`config.mk`:
```
export PLATFORM = sky130hd
export DESIGN_NAME = rect_filler_flat
export DESIGN_NICKNAME = d
export VERILOG_FILES = /design/src/rtl/rect_filler_pkg.sv /design/src/rtl/rect_filler_if.sv /design/src/rtl/rect_filler_clip_extent.sv /design/src/rtl/rect_filler.sv /design/src/flat_wrapper.sv
export SDC_FILE = /design/constraint.sdc
export NUM_CORES = 1
export LEC_CHECK = 0
export CAP_MARGIN = 15
export CORE_MARGIN = 2
export CORE_UTILIZATION = 40
export CTS_BUF_LIST = sky130_fd_sc_hd__clkbuf_2 sky130_fd_sc_hd__clkbuf_4 sky130_fd_sc_hd__clkbuf_8
export DETAILED_ROUTE_END_ITERATION = 12
export PLACE_DENSITY = 0.59
export SLEW_MARGIN = 10
export SYNTH_ARGS = -nofsm -noshare
export SYNTH_HDL_FRONTEND = slang
export SYNTH_HIERARCHICAL = 1
export SYNTH_SLANG_ARGS = --single-unit
```
`constraint.sdc`:
```
create_clock -name clk -period 2.1 [get_ports clk]
set_input_delay 0.42 -clock clk [delete_from_list [all_inputs] [get_ports clk]]
set_output_delay 0.42 -clock clk [all_outputs]
set_load 0.005 [all_outputs]
```
`src/rtl/rect_filler_pkg.sv`:
```
// Shared VGA-base constants and types for the rectangle fill engine.
// Holds the default screen geometry used by the pixel memory, the fill FSM
// state encoding, and a width helper for the clipping arithmetic.
package rect_filler_pkg;

  localparam int unsigned H_SIZE      = 640;
  localparam int unsigned V_LINE      = 480;
  localparam int unsigned COLOR_DEPTH = 8;

  typedef enum logic [1:0] {
    IDLE = 2'd0,
    FILL = 2'd1,
    DONE = 2'd2
  } fill_state_t;

  // Width of start + length with one carry bit, so the sum never wraps.
  function automatic int unsigned sum_width(input int unsigned a, input int unsigned b);
    return ((a > b) ? a : b) + 1;
  endfunction

endpackage

```
`src/rtl/rect_filler_if.sv`:
```
// Command channel of the rectangle fill engine (valid/ready handshake).
//   cmd_valid / cmd_ready : handshake
//   cmd_x, cmd_y          : top-left corner
//   cmd_w, cmd_h          : size in pixels / lines
//   cmd_color             : fill colour
// master = command source, slave = rect_filler.
interface rect_filler_if
  import rect_filler_pkg::*;
#(
  parameter int unsigned h_size      = H_SIZE,
  parameter int unsigned v_line      = V_LINE,
  parameter int unsigned color_depth = COLOR_DEPTH
) ();

  logic                         cmd_valid;
  logic                         cmd_ready;
  logic [$clog2(h_size)-1:0]    cmd_x;
  logic [$clog2(v_line)-1:0]    cmd_y;
  logic [$clog2(h_size+1)-1:0]  cmd_w;
  logic [$clog2(v_line+1)-1:0]  cmd_h;
  logic [color_depth-1:0]       cmd_color;

  modport master (
    output cmd_valid, cmd_x, cmd_y, cmd_w, cmd_h, cmd_color,
    input  cmd_ready
  );

  modport slave (
    input  cmd_valid, cmd_x, cmd_y, cmd_w, cmd_h, cmd_color,
    output cmd_ready
  );

endinterface

```
`src/rtl/rect_filler_clip_extent.sv`:
```
// clip_extent: combinational clipping of one rectangle axis to the screen.
//   start      : first coordinate
//   length     : extent along this axis
//   limit      : screen size along this axis
//   end_coord  : min(start + length, limit) - 1 (last coordinate drawn)
//   degenerate : nothing to draw (zero length or start off-screen)
module clip_extent
  import rect_filler_pkg::*;
#(
  parameter  int unsigned start_w = 10,
  parameter  int unsigned len_w   = 10,
  localparam int unsigned SUM_W   = sum_width(start_w, len_w)
) (
  input  logic [start_w-1:0] start,
  input  logic [len_w-1:0]   length,
  input  logic [SUM_W-1:0]   limit,
  output logic [start_w-1:0] end_coord,
  output logic               degenerate
);

  logic [SUM_W-1:0] sum;
  logic [SUM_W-1:0] clipped;

  always_comb begin
    sum        = SUM_W'(start) + SUM_W'(length);
    clipped    = (sum > limit) ? limit : sum;
    // Only meaningful when not degenerate; clipped >= 1 in that case.
    end_coord  = start_w'(clipped - SUM_W'(1));
    degenerate = (length == '0) || (SUM_W'(start) >= limit);
  end

endmodule

```
`src/rtl/rect_filler.sv`:
```
// rect_filler: fills an axis-aligned rectangle of one colour into the
// frame buffer write port, one pixel per clock in raster order, clipped
// to the screen.
//   clk, reset      : clock, asynchronous active-low reset
//   cmd             : command channel (slave side)
//   hold            : write-port arbiter stall
//   busy            : command in progress (FILL or DONE)
//   done            : one-cycle completion pulse
//   write_en, h_pixel_write, v_pixel_write, color_write : registered write port
module rect_filler
  import rect_filler_pkg::*;
#(
  parameter int unsigned h_size      = H_SIZE,
  parameter int unsigned v_line      = V_LINE,
  parameter int unsigned color_depth = COLOR_DEPTH
) (
  input  logic                       clk,
  input  logic                       reset,
  rect_filler_if.slave               cmd,
  input  logic                       hold,
  output logic                       busy,
  output logic                       done,
  output logic                       write_en,
  output logic [$clog2(h_size)-1:0]  h_pixel_write,
  output logic [$clog2(v_line)-1:0]  v_pixel_write,
  output logic [color_depth-1:0]     color_write
);

  localparam int unsigned XW      = $clog2(h_size);
  localparam int unsigned YW      = $clog2(v_line);
  localparam int unsigned WW      = $clog2(h_size + 1);
  localparam int unsigned HW      = $clog2(v_line + 1);
  localparam int unsigned X_SUM_W = sum_width(XW, WW);
  localparam int unsigned Y_SUM_W = sum_width(YW, HW);

  localparam logic [X_SUM_W-1:0] X_LIMIT = X_SUM_W'(h_size);
  localparam logic [Y_SUM_W-1:0] Y_LIMIT = Y_SUM_W'(v_line);

  fill_state_t            state;
  logic [XW-1:0]          x0;
  logic [XW-1:0]          x;
  logic [YW-1:0]          y;
  logic [XW-1:0]          x_end;
  logic [YW-1:0]          y_end;
  logic [color_depth-1:0] fill_color;

  logic [XW-1:0] x_end_c;
  logic [YW-1:0] y_end_c;
  logic          x_degen;
  logic          y_degen;
  logic          cmd_ready_int;

  clip_extent #(.start_w(XW), .len_w(WW)) u_clip_x (
    .start      (cmd.cmd_x),
    .length     (cmd.cmd_w),
    .limit      (X_LIMIT),
    .end_coord  (x_end_c),
    .degenerate (x_degen)
  );

  clip_extent #(.start_w(YW), .len_w(HW)) u_clip_y (
    .start      (cmd.cmd_y),
    .length     (cmd.cmd_h),
    .limit      (Y_LIMIT),
    .end_coord  (y_end_c),
    .degenerate (y_degen)
  );

  // The cycle after DONE still carries the registered done pulse; holding
  // off the next command for that cycle gives the two-cycle turnaround.
  assign cmd_ready_int = (state == IDLE) && !done;
  assign cmd.cmd_ready = cmd_ready_int;
  assign busy          = (state != IDLE);

  always_ff @(posedge clk or negedge reset) begin
    if (!reset) begin
      state         <= IDLE;
      x0            <= '0;
      x             <= '0;
      y             <= '0;
      x_end         <= '0;
      y_end         <= '0;
      fill_color    <= '0;
      write_en      <= 1'b0;
      done          <= 1'b0;
      h_pixel_write <= '0;
      v_pixel_write <= '0;
      color_write   <= '0;
    end else begin
      write_en <= 1'b0;
      done     <= 1'b0;
      unique case (state)
        IDLE: begin
          if (cmd.cmd_valid && cmd_ready_int) begin
            x0         <= cmd.cmd_x;
            x          <= cmd.cmd_x;
            y          <= cmd.cmd_y;
            x_end      <= x_end_c;
            y_end      <= y_end_c;
            fill_color <= cmd.cmd_color;
            state      <= (x_degen || y_degen) ? DONE : FILL;
          end
        end
        FILL: begin
          if (!hold) begin
            write_en      <= 1'b1;
            h_pixel_write <= x;
            v_pixel_write <= y;
            color_write   <= fill_color;
            if (x < x_end) begin
              x <= x + XW'(1);
            end else if (y < y_end) begin
              x <= x0;
              y <= y + YW'(1);
            end else begin
              state <= DONE;
            end
          end
        end
        DONE: begin
          done  <= 1'b1;
          state <= IDLE;
        end
        default: state <= IDLE;
      endcase
    end
  end

endmodule

```
`src/flat_wrapper.sv`:
```
// flat-port wrapper written by rule: the top's interface ports become plain ports
module rect_filler_flat import rect_filler_pkg::*;
#(
  parameter int unsigned h_size      = H_SIZE,
  parameter int unsigned v_line      = V_LINE,
  parameter int unsigned color_depth = COLOR_DEPTH
)
  (clk, reset, hold, busy, done, write_en, h_pixel_write, v_pixel_write, color_write, cmd_cmd_valid, cmd_cmd_x, cmd_cmd_y, cmd_cmd_w, cmd_cmd_h, cmd_cmd_color, cmd_cmd_ready);
  rect_filler_if #(.h_size(h_size), .v_line(v_line), .color_depth(color_depth)) cmd_i ();
  input  logic clk;
  input  logic reset;
  input  logic hold;
  output logic busy;
  output logic done;
  output logic write_en;
  output logic [$clog2(h_size)-1:0] h_pixel_write;
  output logic [$clog2(v_line)-1:0] v_pixel_write;
  output logic [color_depth-1:0] color_write;
  input wire logic [$bits(cmd_i.cmd_valid)-1:0] cmd_cmd_valid;
  input wire logic [$bits(cmd_i.cmd_x)-1:0] cmd_cmd_x;
  input wire logic [$bits(cmd_i.cmd_y)-1:0] cmd_cmd_y;
  input wire logic [$bits(cmd_i.cmd_w)-1:0] cmd_cmd_w;
  input wire logic [$bits(cmd_i.cmd_h)-1:0] cmd_cmd_h;
  input wire logic [$bits(cmd_i.cmd_color)-1:0] cmd_cmd_color;
  output wire logic [$bits(cmd_i.cmd_ready)-1:0] cmd_cmd_ready;
  assign cmd_i.cmd_valid = cmd_cmd_valid;
  assign cmd_i.cmd_x = cmd_cmd_x;
  assign cmd_i.cmd_y = cmd_cmd_y;
  assign cmd_i.cmd_w = cmd_cmd_w;
  assign cmd_i.cmd_h = cmd_cmd_h;
  assign cmd_i.cmd_color = cmd_cmd_color;
  assign cmd_cmd_ready = cmd_i.cmd_ready;
  rect_filler #(.h_size(h_size), .v_line(v_line), .color_depth(color_depth)) u_core (.clk(clk), .reset(reset), .cmd(cmd_i), .hold(hold), .busy(busy), .done(done), .write_en(write_en), .h_pixel_write(h_pixel_write), .v_pixel_write(v_pixel_write), .color_write(color_write));
endmodule
```
==> results.md, run 1 <==
| Result | Reported | Unit |
| --- | --- | --- |
| Detailed-route via count | 6374 | - |
| Yosys top cell area share | 31.78 | % |
| Worst IR Drop VDD | 0.0006857 | V |
| Result of the run | finished, violations left | - |
| RSZ-0062 raised after global routing | true | - |
| Die span in y | 134.9 | microns |
| Port Buf Inserts | 80 | - |
| Post-place instance area | 9161 | sq um |
| Worst Path Required | 2.34 | ns |
| Initial Utilization | 41.16 | % |
| First-pass GRT wire length | 31450 | microns |
| Post-synthesis share of cell area spent on and, or, nand and nor gates | 15.05 | % |
| Cell Rows | 47 | - |
| Number of standard cells after synthesis | 733 | - |
| Highest-delay cell along the critical path | sky130_fd_sc_hd__fa_2 | - |
| Slowest Stage Delay on Critical Path | 0.33 | ns |
| Top FF cell, synth | sky130_fd_sc_hd__dfrtp_1 | - |
| Most common cell after layout, fill and taps aside | sky130_fd_sc_hd__buf_4 | - |
| Post-synth ARST share | 100.0 | % |
| Min-delay worst type | primary input to async pin | - |
| Overall overflow remaining after global route | 0 | - |
| Number of standard cells in the final layout excluding fillers | 1249 | - |
| Overall die area | 18190 | sq um |
| CTS sink count | 87 | - |
| Kind of critical path | primary input to register | - |
| Area taken by multi-input logic gates | 5169 | sq um |
| I/O pins | 81 | - |
| Number of cells on the worst reg-to-reg path | 8 | - |
| Maximum frequency from static timing analysis | 249.3 | MHz |
| Pins over their slew limit | 0 | - |
| Fill cells | 1352 | - |
| Clock buffer depth | 2 | - |
| Setup-violating endpoint count in the final report | 36 | - |
| Min Tclk post-route | 4.011 | ns |
| Dominant combinational cell family by area after synthesis | compound AO/OA/AOI/OAI gates | - |
| Cell type with the largest total area after synthesis | sky130_fd_sc_hd__dfrtp_1 | - |
| Share of cells above drive strength 1 | 36.44 | % |
| CTS HTree Levels | 3 | - |
| Sum of internal, switching and leakage power | 12.55 | mW |
| Slew margin rel. | 61.37 | % |
| Vias in the first global route | 6703 | - |
| Number of DRC violations after detailed routing | 0 | - |
| Number of flops mapped to enable cells by yosys | 0 | - |
| Inserted Diodes | 0 | - |
| Final number of hold-violating endpoints | 0 | - |
| Overall routing resource usage | 21.51 | % |
| Seq/Total Area, Yosys | 31.78 | % |
| Maximum number of pins on one net before global-route repair | 43 | - |
| CP cell instances | buf_8 -> ha_4 -> fa_2 -> a211o_1 -> a211o_1 -> a21oi_2 -> o21bai_1 -> xor2_1 -> ha_1 -> nand4_1 -> nor3_2 -> buf_4 -> a32oi_4 -> mux2i_2 -> ha_2 -> nand2_2 -> mux2_4 -> o21ai_0 -> a21oi_2 -> nand2_1 -> o21ai_0 | - |
| Antenna violations before repair | 0 | - |
| Slew @ Worst Pin | 0.5795 | ns |
| DR WL/cell | 15.79 | microns |
| Weighted congestion at the end of routability-driven global placement | 0.9149 | - |
| Post-Synthesis Cell Area | 6850 | sq um |
| Setup slack on the worst flop-to-flop path | -0.17 | ns |
| Complex-gate fraction of the synthesized area | 18.16 | % |
| Pleak | 4.636 | nW |
| DPL Wire Length | 14870 | microns |
| Leading post-synthesis cells by cell area | sky130_fd_sc_hd__dfrtp_1 32%, sky130_fd_sc_hd__ha_1 15%, sky130_fd_sc_hd__mux2_2 7.4%, sky130_fd_sc_hd__nand2_1 3.9%, sky130_fd_sc_hd__inv_1 3.0% | - |
| Fin crit share | 191.0 | % |
| PD cells | 1226 | nW/um^2 |
| TritonCTS Buffers | 9 | - |
| Worst reg2reg endpoint | u_core/x[1]$_DFFE_PN0P_ | - |
| CTS tree | built | - |
| Synthesized-area fraction occupied by xor and xnor cells | 4.694 | % |
| Number of synthesized register bits | 87 | - |
| Core Box Area | 16640 | sq um |
| Element type at the critical path end | register | - |
| Max-cap violations | 0 | - |
| Synthesis-to-layout area growth | 49.52 | % |
| Startpoint class of the critical path | primary input | - |
| # placed instances | 1202 | - |
| Floorplan die width | 134.9 | microns |
| Initial detailed-routing violation count | 306 | - |
| Detailed-routing iteration count for the pre-antenna-repair pass | 5 | - |
| Final Cell Area | 10240 | sq um |
| Seq. cell area | 2178 | sq um |
| Number of library cell types mapped by synthesis | 73 | - |
| Average via count per standard cell | 5.103 | - |
| Synthesis warning total | 6 | - |
| Detailed-route wire length | 19730 | microns |
| R2r startpoint | u_core/x[7]$_DFFE_PN0P_ | - |
| Failing checks | negative setup slack | - |
| Setup TNS Final | -28.74 | ns |
| Adder-Cell Fraction of Synth Area | 15.20 | % |
| Final WS setup | -1.911 | ns |
| Buffer cell driving the clock tree root | sky130_fd_sc_hd__clkbuf_8 | - |
| Arrival time at the worst endpoint | 4.25 | ns |
| Most frequent cells in the layout | 154 x sky130_fd_sc_hd__buf_4, 86 x sky130_fd_sc_hd__dfrtp_1, 59 x sky130_fd_sc_hd__ha_1 | - |
| Insertion delay of the later-clocked pin in the worst-skew pair | 0.36 | ns |
| Number of nets in the finished design | 1156 | - |
| Synth Area per Inst | 9.346 | sq um |
| Critical path peak fanout | 5 | - |
| Share of cell area taken by muxes after synthesis | 9.680 | % |
| Clock edge transition at the registers on the reported setup and hold paths | 0.09 | ns |
| Final setup skew | 0.01205 | ns |
| Residual antenna-violating net count after detailed routing | 0 | - |
metal layers:
layer	GRT usage (%)	up-vias	wire, microns	share of wire [%]
met5	0	-	0	0
met4	7.076	0	545	2.8
met3	3.153	40	823	4.2
met2	39.34	185	10090	51
met1	25.80	2988	8269	42
li1	-	3161	-	-
cells by family after synthesis:
kind of cell / after synthesis
simple gates: 207
compound gates: 179
flops: 87
fa+ha+maj: 82
buf+inv: 81
mux: 60
xor+xnor: 35
other cells: 2
Yosys cell counts (13+ instances only):
master / count
sky130_fd_sc_hd__a21o_1: 17
sky130_fd_sc_hd__a21oi_1: 30
sky130_fd_sc_hd__dfrtp_1: 87
sky130_fd_sc_hd__ha_1: 80
sky130_fd_sc_hd__inv_1: 55
sky130_fd_sc_hd__mux2_2: 45
sky130_fd_sc_hd__mux2i_1: 13
sky130_fd_sc_hd__nand2_1: 71
sky130_fd_sc_hd__nand3_1: 26
sky130_fd_sc_hd__nor2_1: 41
sky130_fd_sc_hd__o21ai_0: 41
sky130_fd_sc_hd__xnor2_1: 21
cell type report:
cell class              count  area share, %
flip-flops and latches     87          21.27
well taps                 220          2.688
repair buffers            250          21.60
clock inverters             5         0.5497
inverters                  55          2.016
clock buffers              11          1.417
multi-input cells         621          50.46
worst max-delay path by stage:
stage                                       end  slack (ns)    startpoint  depth (start not counted)
floorplan           u_core/y_end[4]$_DFFE_PN0P_       -2.22  cmd_cmd_y[0]                         21
CTS                 u_core/y_end[8]$_DFFE_PN0P_       -2.08  cmd_cmd_h[0]                         21
detailed placement  u_core/y_end[4]$_DFFE_PN0P_       -2.73  cmd_cmd_y[0]                         21
global route        u_core/y_end[8]$_DFFE_PN0P_       -2.11  cmd_cmd_h[0]                         21
finish              u_core/y_end[4]$_DFFE_PN0P_       -1.91  cmd_cmd_h[0]                         21
global placement    u_core/y_end[4]$_DFFE_PN0P_       -2.61  cmd_cmd_y[0]                         21
power by group:
group | switching, mW | leakage (nW) | total, mW | internal, mW
Sequential | 0.489 | 1.02 | 3.03 | 2.54
Combinational | 3.90 | 3.51 | 8.32 | 4.42
Clock | 0.611 | 0.103 | 1.21 | 0.596
stage by stage:
stage,setup slack (ns),util (%),hold WS (ns)
after detailed placement,-2.728,55.05,0.4504
after global routing,-2.109,61.54,0.04199
after global placement,-2.611,55.05,0.4412
final,-1.911,61.54,0.03428
after floorplan,-2.217,-,0.1244
after CTS,-2.083,59.24,0.04697
worst max-delay path, delay by kind of cell:
family,cells,cell delay [ns]
compound gates,8,1.49
fa+ha+maj,4,1.03
mux,2,0.58
simple gates,4,0.31
buf+inv,2,0.23
xor+xnor,1,0.18
registers in the layout, summed over array words and instances (netlist names):
register / count
u_core/fill_color: 8
u_core/x: 10
u_core/done: 1
u_core/state: 2
u_core/x_end: 10
u_core/y: 9
u_core/color_write: 8
u_core/h_pixel_write: 10
u_core/x0: 10
u_core/write_en: 1
u_core/v_pixel_write: 9
u_core/y_end: 9
repair_timing:
action,4_1_cts,5_1_grt
gates cloned,2,1
hold endpoints to repair,0,0
hold buffers,0,0
pin swaps,54,67
gates resized for setup,125,73
setup endpoints to repair,39,41
buffers inserted,21,11
(Power assumes the default switching activity.)
==> run 2, diff against run 1 <==
--- a/config.mk
+++ b/config.mk
@@ -7,3 +7,3 @@
 export LEC_CHECK = 0
-export CAP_MARGIN = 15
+export CAP_MARGIN = 10
 export CORE_MARGIN = 2
==> constraint.sdc (replaced) <==
create_clock -name clk -period 2.1 [get_ports clk]
set_input_delay 0.525 -clock clk [delete_from_list [all_inputs] [get_ports clk]]
set_output_delay 0.525 -clock clk [all_outputs]
set_load 0.005 [all_outputs]
==> results.md, run 2 (synthesis results as in run 1) <==
| Result | Reported | Unit | vs previous |
| --- | --- | --- | --- |
| Result of the run | finished, violations left | - | unchanged |
| Failing checks | negative setup slack | - | unchanged |
| Combinational Power Share | 66.4 | % | was 66.3% |
| CTS sink count | 87 | - | unchanged |
| Setup-violating endpoint count in the final report | 39 | - | was 36 |
| Pins over their slew limit | 0 | - | unchanged |
| CTS HTree Levels | 3 | - | unchanged |
| DR WL/cell | 15.84 | microns | was 15.79 microns |
| Average via count per standard cell | 5.157 | - | was 5.103 |
| Residual antenna-violating net count after detailed routing | 0 | - | unchanged |
| Final WS setup | -2.147 | ns | was -1.911 ns |
| Count of hold buffers inserted by post-cts repair | 0 | - | unchanged |
| Fin crit share | 202.3 | % | was 191.0% |
| Port Buf Inserts | 80 | - | unchanged |
| Startpoint class of the critical path | primary input | - | unchanged |
| Kind of critical path | primary input to register | - | unchanged |
| I/O pins | 81 | - | unchanged |
| Max-cap violations | 0 | - | unchanged |
| Weighted congestion at the end of routability-driven global placement | 0.8985 | - | was 0.9149 |
| Overall routing resource usage | 22.20 | % | was 21.51% |
| TritonCTS Buffers | 9 | - | unchanged |
| Arrival time at the worst endpoint | 4.50 | ns | was 4.25 ns |
| Detailed-route via count | 6477 | - | was 6374 |
| Part of the power in the clock network | 10.3 | % | was 9.6% |
| Pleak | 4.665 | nW | was 4.636 nW |
| First-pass GRT wire length | 32290 | microns | was 31450 microns |
| Buffer cell driving the clock tree root | sky130_fd_sc_hd__clkbuf_8 | - | unchanged |
| Insertion delay of the later-clocked pin in the worst-skew pair | 0.37 | ns | was 0.36 ns |
| Part of the total power dissipated in sequential elements | 23.3 | % | was 24.1% |
| Floorplan die width | 134.9 | microns | unchanged |
| Initial Utilization | 41.16 | % | unchanged |
| Core Box Area | 16640 | sq um | unchanged |
| Detailed-routing iteration count for the pre-antenna-repair pass | 4 | - | was 5 |
| Min Tclk post-route | 4.247 | ns | was 4.011 ns |
| Switching share of power | 39.58 | % | was 39.82% |
| Overall die area | 18190 | sq um | unchanged |
| Final setup skew | 0.009203 | ns | was 0.01205 ns |
| Vias in the first global route | 6686 | - | was 6703 |
| Number of standard cells in the final layout excluding fillers | 1256 | - | was 1249 |
| Inserted Diodes | 0 | - | unchanged |
| Maximum frequency from static timing analysis | 235.4 | MHz | was 249.3 MHz |
| Number of DRC violations after detailed routing | 0 | - | unchanged |
| PD cells | 1224 | nW/um^2 | was 1226 nW/um^2 |
| Slew margin rel. | 62.74 | % | was 61.37% |
| Net switching component of the power | 5.041 | mW | was 4.999 mW |
| Fill cells | 1347 | - | was 1352 |
| DPL Wire Length | 14880 | microns | was 14870 microns |
| Detailed-route wire length | 19900 | microns | was 19730 microns |
| Number of nets in the finished design | 1163 | - | was 1156 |
| CTS tree | built | - | unchanged |
| Most common cell after layout, fill and taps aside | sky130_fd_sc_hd__buf_4 | - | unchanged |
| Worst IR Drop VDD | 0.0007789 | V | was 0.0006857 V |
| Total internal power | 7.694 | mW | was 7.555 mW |
| Clock buffer depth | 2 | - | unchanged |
| Synthesis-to-layout area growth | 51.91 | % | was 49.52% |
| RSZ-0062 raised after global routing | true | - | unchanged |
| Slew @ Worst Pin | 0.5588 | ns | was 0.5795 ns |
| Maximum number of pins on one net before global-route repair | 50 | - | was 43 |
| Clock edge transition at the registers on the reported setup and hold paths | 0.09 | ns | about the same |
| Overall overflow remaining after global route | 0 | - | unchanged |
| Antenna violations before repair | 0 | - | unchanged |
| Min-delay worst type | primary input to async pin | - | unchanged |
| # placed instances | 1206 | - | was 1202 |
| Critical path peak fanout | 4 | - | was 5 |
| Worst Path Required | 2.35 | ns | was 2.34 ns |
| Most frequent cells in the layout | 152 x sky130_fd_sc_hd__buf_4, 87 x sky130_fd_sc_hd__dfrtp_1, 64 x sky130_fd_sc_hd__ha_1 | - | was 154 x sky130_fd_sc_hd__buf_4, 86 x sky130_fd_sc_hd__dfrtp_1, 59 x sky130_fd_sc_hd__ha_1 |
| Placement-stage worst setup slack | -2.893 | ns | was -2.728 ns |
| Die span in y | 134.9 | microns | unchanged |
| Final number of hold-violating endpoints | 0 | - | unchanged |
| Cell Rows | 47 | - | unchanged |
| Share of cells above drive strength 1 | 36.78 | % | was 36.44% |
| Initial detailed-routing violation count | 331 | - | was 306 |
| Element type at the critical path end | register | - | unchanged |
-- run 2: changes by cell type in the layout (fill, tap and decap cells not counted), sizes merged --
cell | previous run | this run
buf | 176 | 184
clkdlybuf4s50 | 50 | 56
dlymetal6s2s | 7 | 1
bufinv | 1 | 2
clkbuf | 13 | 12
clkdlybuf4s15 | 3 | 2
clkinv | 2 | 1
dlygate4sd2 | 12 | 13
-- run 2: path summary, 6_finish.rpt --
| kind | endpoint | from | slack, ns | cells past startpoint |
|---|---|---|---|---|
| hold reg to reg | u_core/h_pixel_write[0]$_DFFE_PN0P_ | u_core/h_pixel_write[0]$_DFFE_PN0P_ | 0.50 | 2 |
| min in group clk | u_core/y[0]$_DFFE_PN0P_ | cmd_cmd_y[0] | 0.50 | 4 |
| setup / recovery | u_core/x_end[6]$_DFFE_PN0P_ | cmd_cmd_w[0] | -2.15 | 25 |
| setup reg to reg | u_core/x[5]$_DFFE_PN0P_ | u_core/x[8]$_DFFE_PN0P_ | -0.17 | 10 |
| max in group asynchronous | u_core/h_pixel_write[9]$_DFFE_PN0P_ | reset | 1.46 | 2 |
| hold / removal | u_core/v_pixel_write[2]$_DFFE_PN0P_ | reset | 0.06 | 1 |
-- run 2: timing repair --
item                                    4_1_cts  5_1_grt
buffers inserted                             25       16
endpoints found under the setup margin       40       40
cloned                                        3        0
endpoints found under the hold margin         0        0
pin swaps                                    60       51
resized for setup                           137       72
-- run 2: cell type report --
class / count / area [sq um] / area share (%)
Clock buffer: 11 / 138.9 / 1.335
Clock inverter: 5 / 81.33 / 0.7815
Inverter: 55 / 206.4 / 1.984
Multi-Input combinational cell: 621 / 5229 / 50.25
Sequential cell: 87 / 2177 / 20.92
Tap cell: 220 / 275.3 / 2.645
Timing Repair Buffer: 257 / 2298 / 22.09
-- run 2: routing by layer --
layer	track usage [%]	vias to the layer above	share of wire, %
met4	6.140	0	2.1
met2	41.37	133	52
met5	0	-	0
met1	26.83	3133	43
li1	-	3184	-
met3	2.665	27	3.0
-- run 2: worst max-delay path: stages --
cell and delay, ns:
sky130_fd_sc_hd__buf_8 0.10, sky130_fd_sc_hd__ha_4 0.15, sky130_fd_sc_hd__fa_2 0.36, sky130_fd_sc_hd__a211oi_4 0.34, sky130_fd_sc_hd__o211ai_1 0.16, sky130_fd_sc_hd__a21oi_2 0.19, sky130_fd_sc_hd__nor2b_1 0.06, sky130_fd_sc_hd__o21ai_1 0.13
sky130_fd_sc_hd__nand2b_1 0.11, sky130_fd_sc_hd__ha_4 0.30, sky130_fd_sc_hd__nand2_2 0.05, sky130_fd_sc_hd__nor2_2 0.11, sky130_fd_sc_hd__a211oi_2 0.05, sky130_fd_sc_hd__o21ai_1 0.07, sky130_fd_sc_hd__o31a_1 0.29, sky130_fd_sc_hd__mux2i_2 0.29
sky130_fd_sc_hd__ha_2 0.24, sky130_fd_sc_hd__nand2_2 0.06, sky130_fd_sc_hd__or3_4 0.36, sky130_fd_sc_hd__buf_6 0.14, sky130_fd_sc_hd__nor2_4 0.09, sky130_fd_sc_hd__xnor2_2 0.12, sky130_fd_sc_hd__o21ai_1 0.08, sky130_fd_sc_hd__nand2_1 0.05
sky130_fd_sc_hd__o21ai_1 0.06
-- run 2: stage by stage --
stage	cell area, sq um	hold slack, ns	utilization, %	TNS (ns)	power (mW)
final	10410	0.05745	62.53	-33.85	12.74
after floorplan	7201	0.2294	-	-31.40	7.146
after global placement	9216	0.4545	55.38	-44.42	9.603
after global routing	10410	0.06019	62.53	-39.08	13.68
after detailed placement	9216	0.4572	55.38	-47.89	9.863
after CTS	10040	0.05224	60.34	-33.97	12.02
-- run 2: power groups by stage --
stage / Clock [mW] / Sequential (mW) / Combinational, mW
global route: 1.40 / 3.07 / 9.20
finish: 1.31 / 2.97 / 8.45
detailed placement: 0 / 3.03 / 6.84
CTS: 1.35 / 2.97 / 7.70
global placement: 0 / 2.98 / 6.62
floorplan: 0 / 3.05 / 4.10
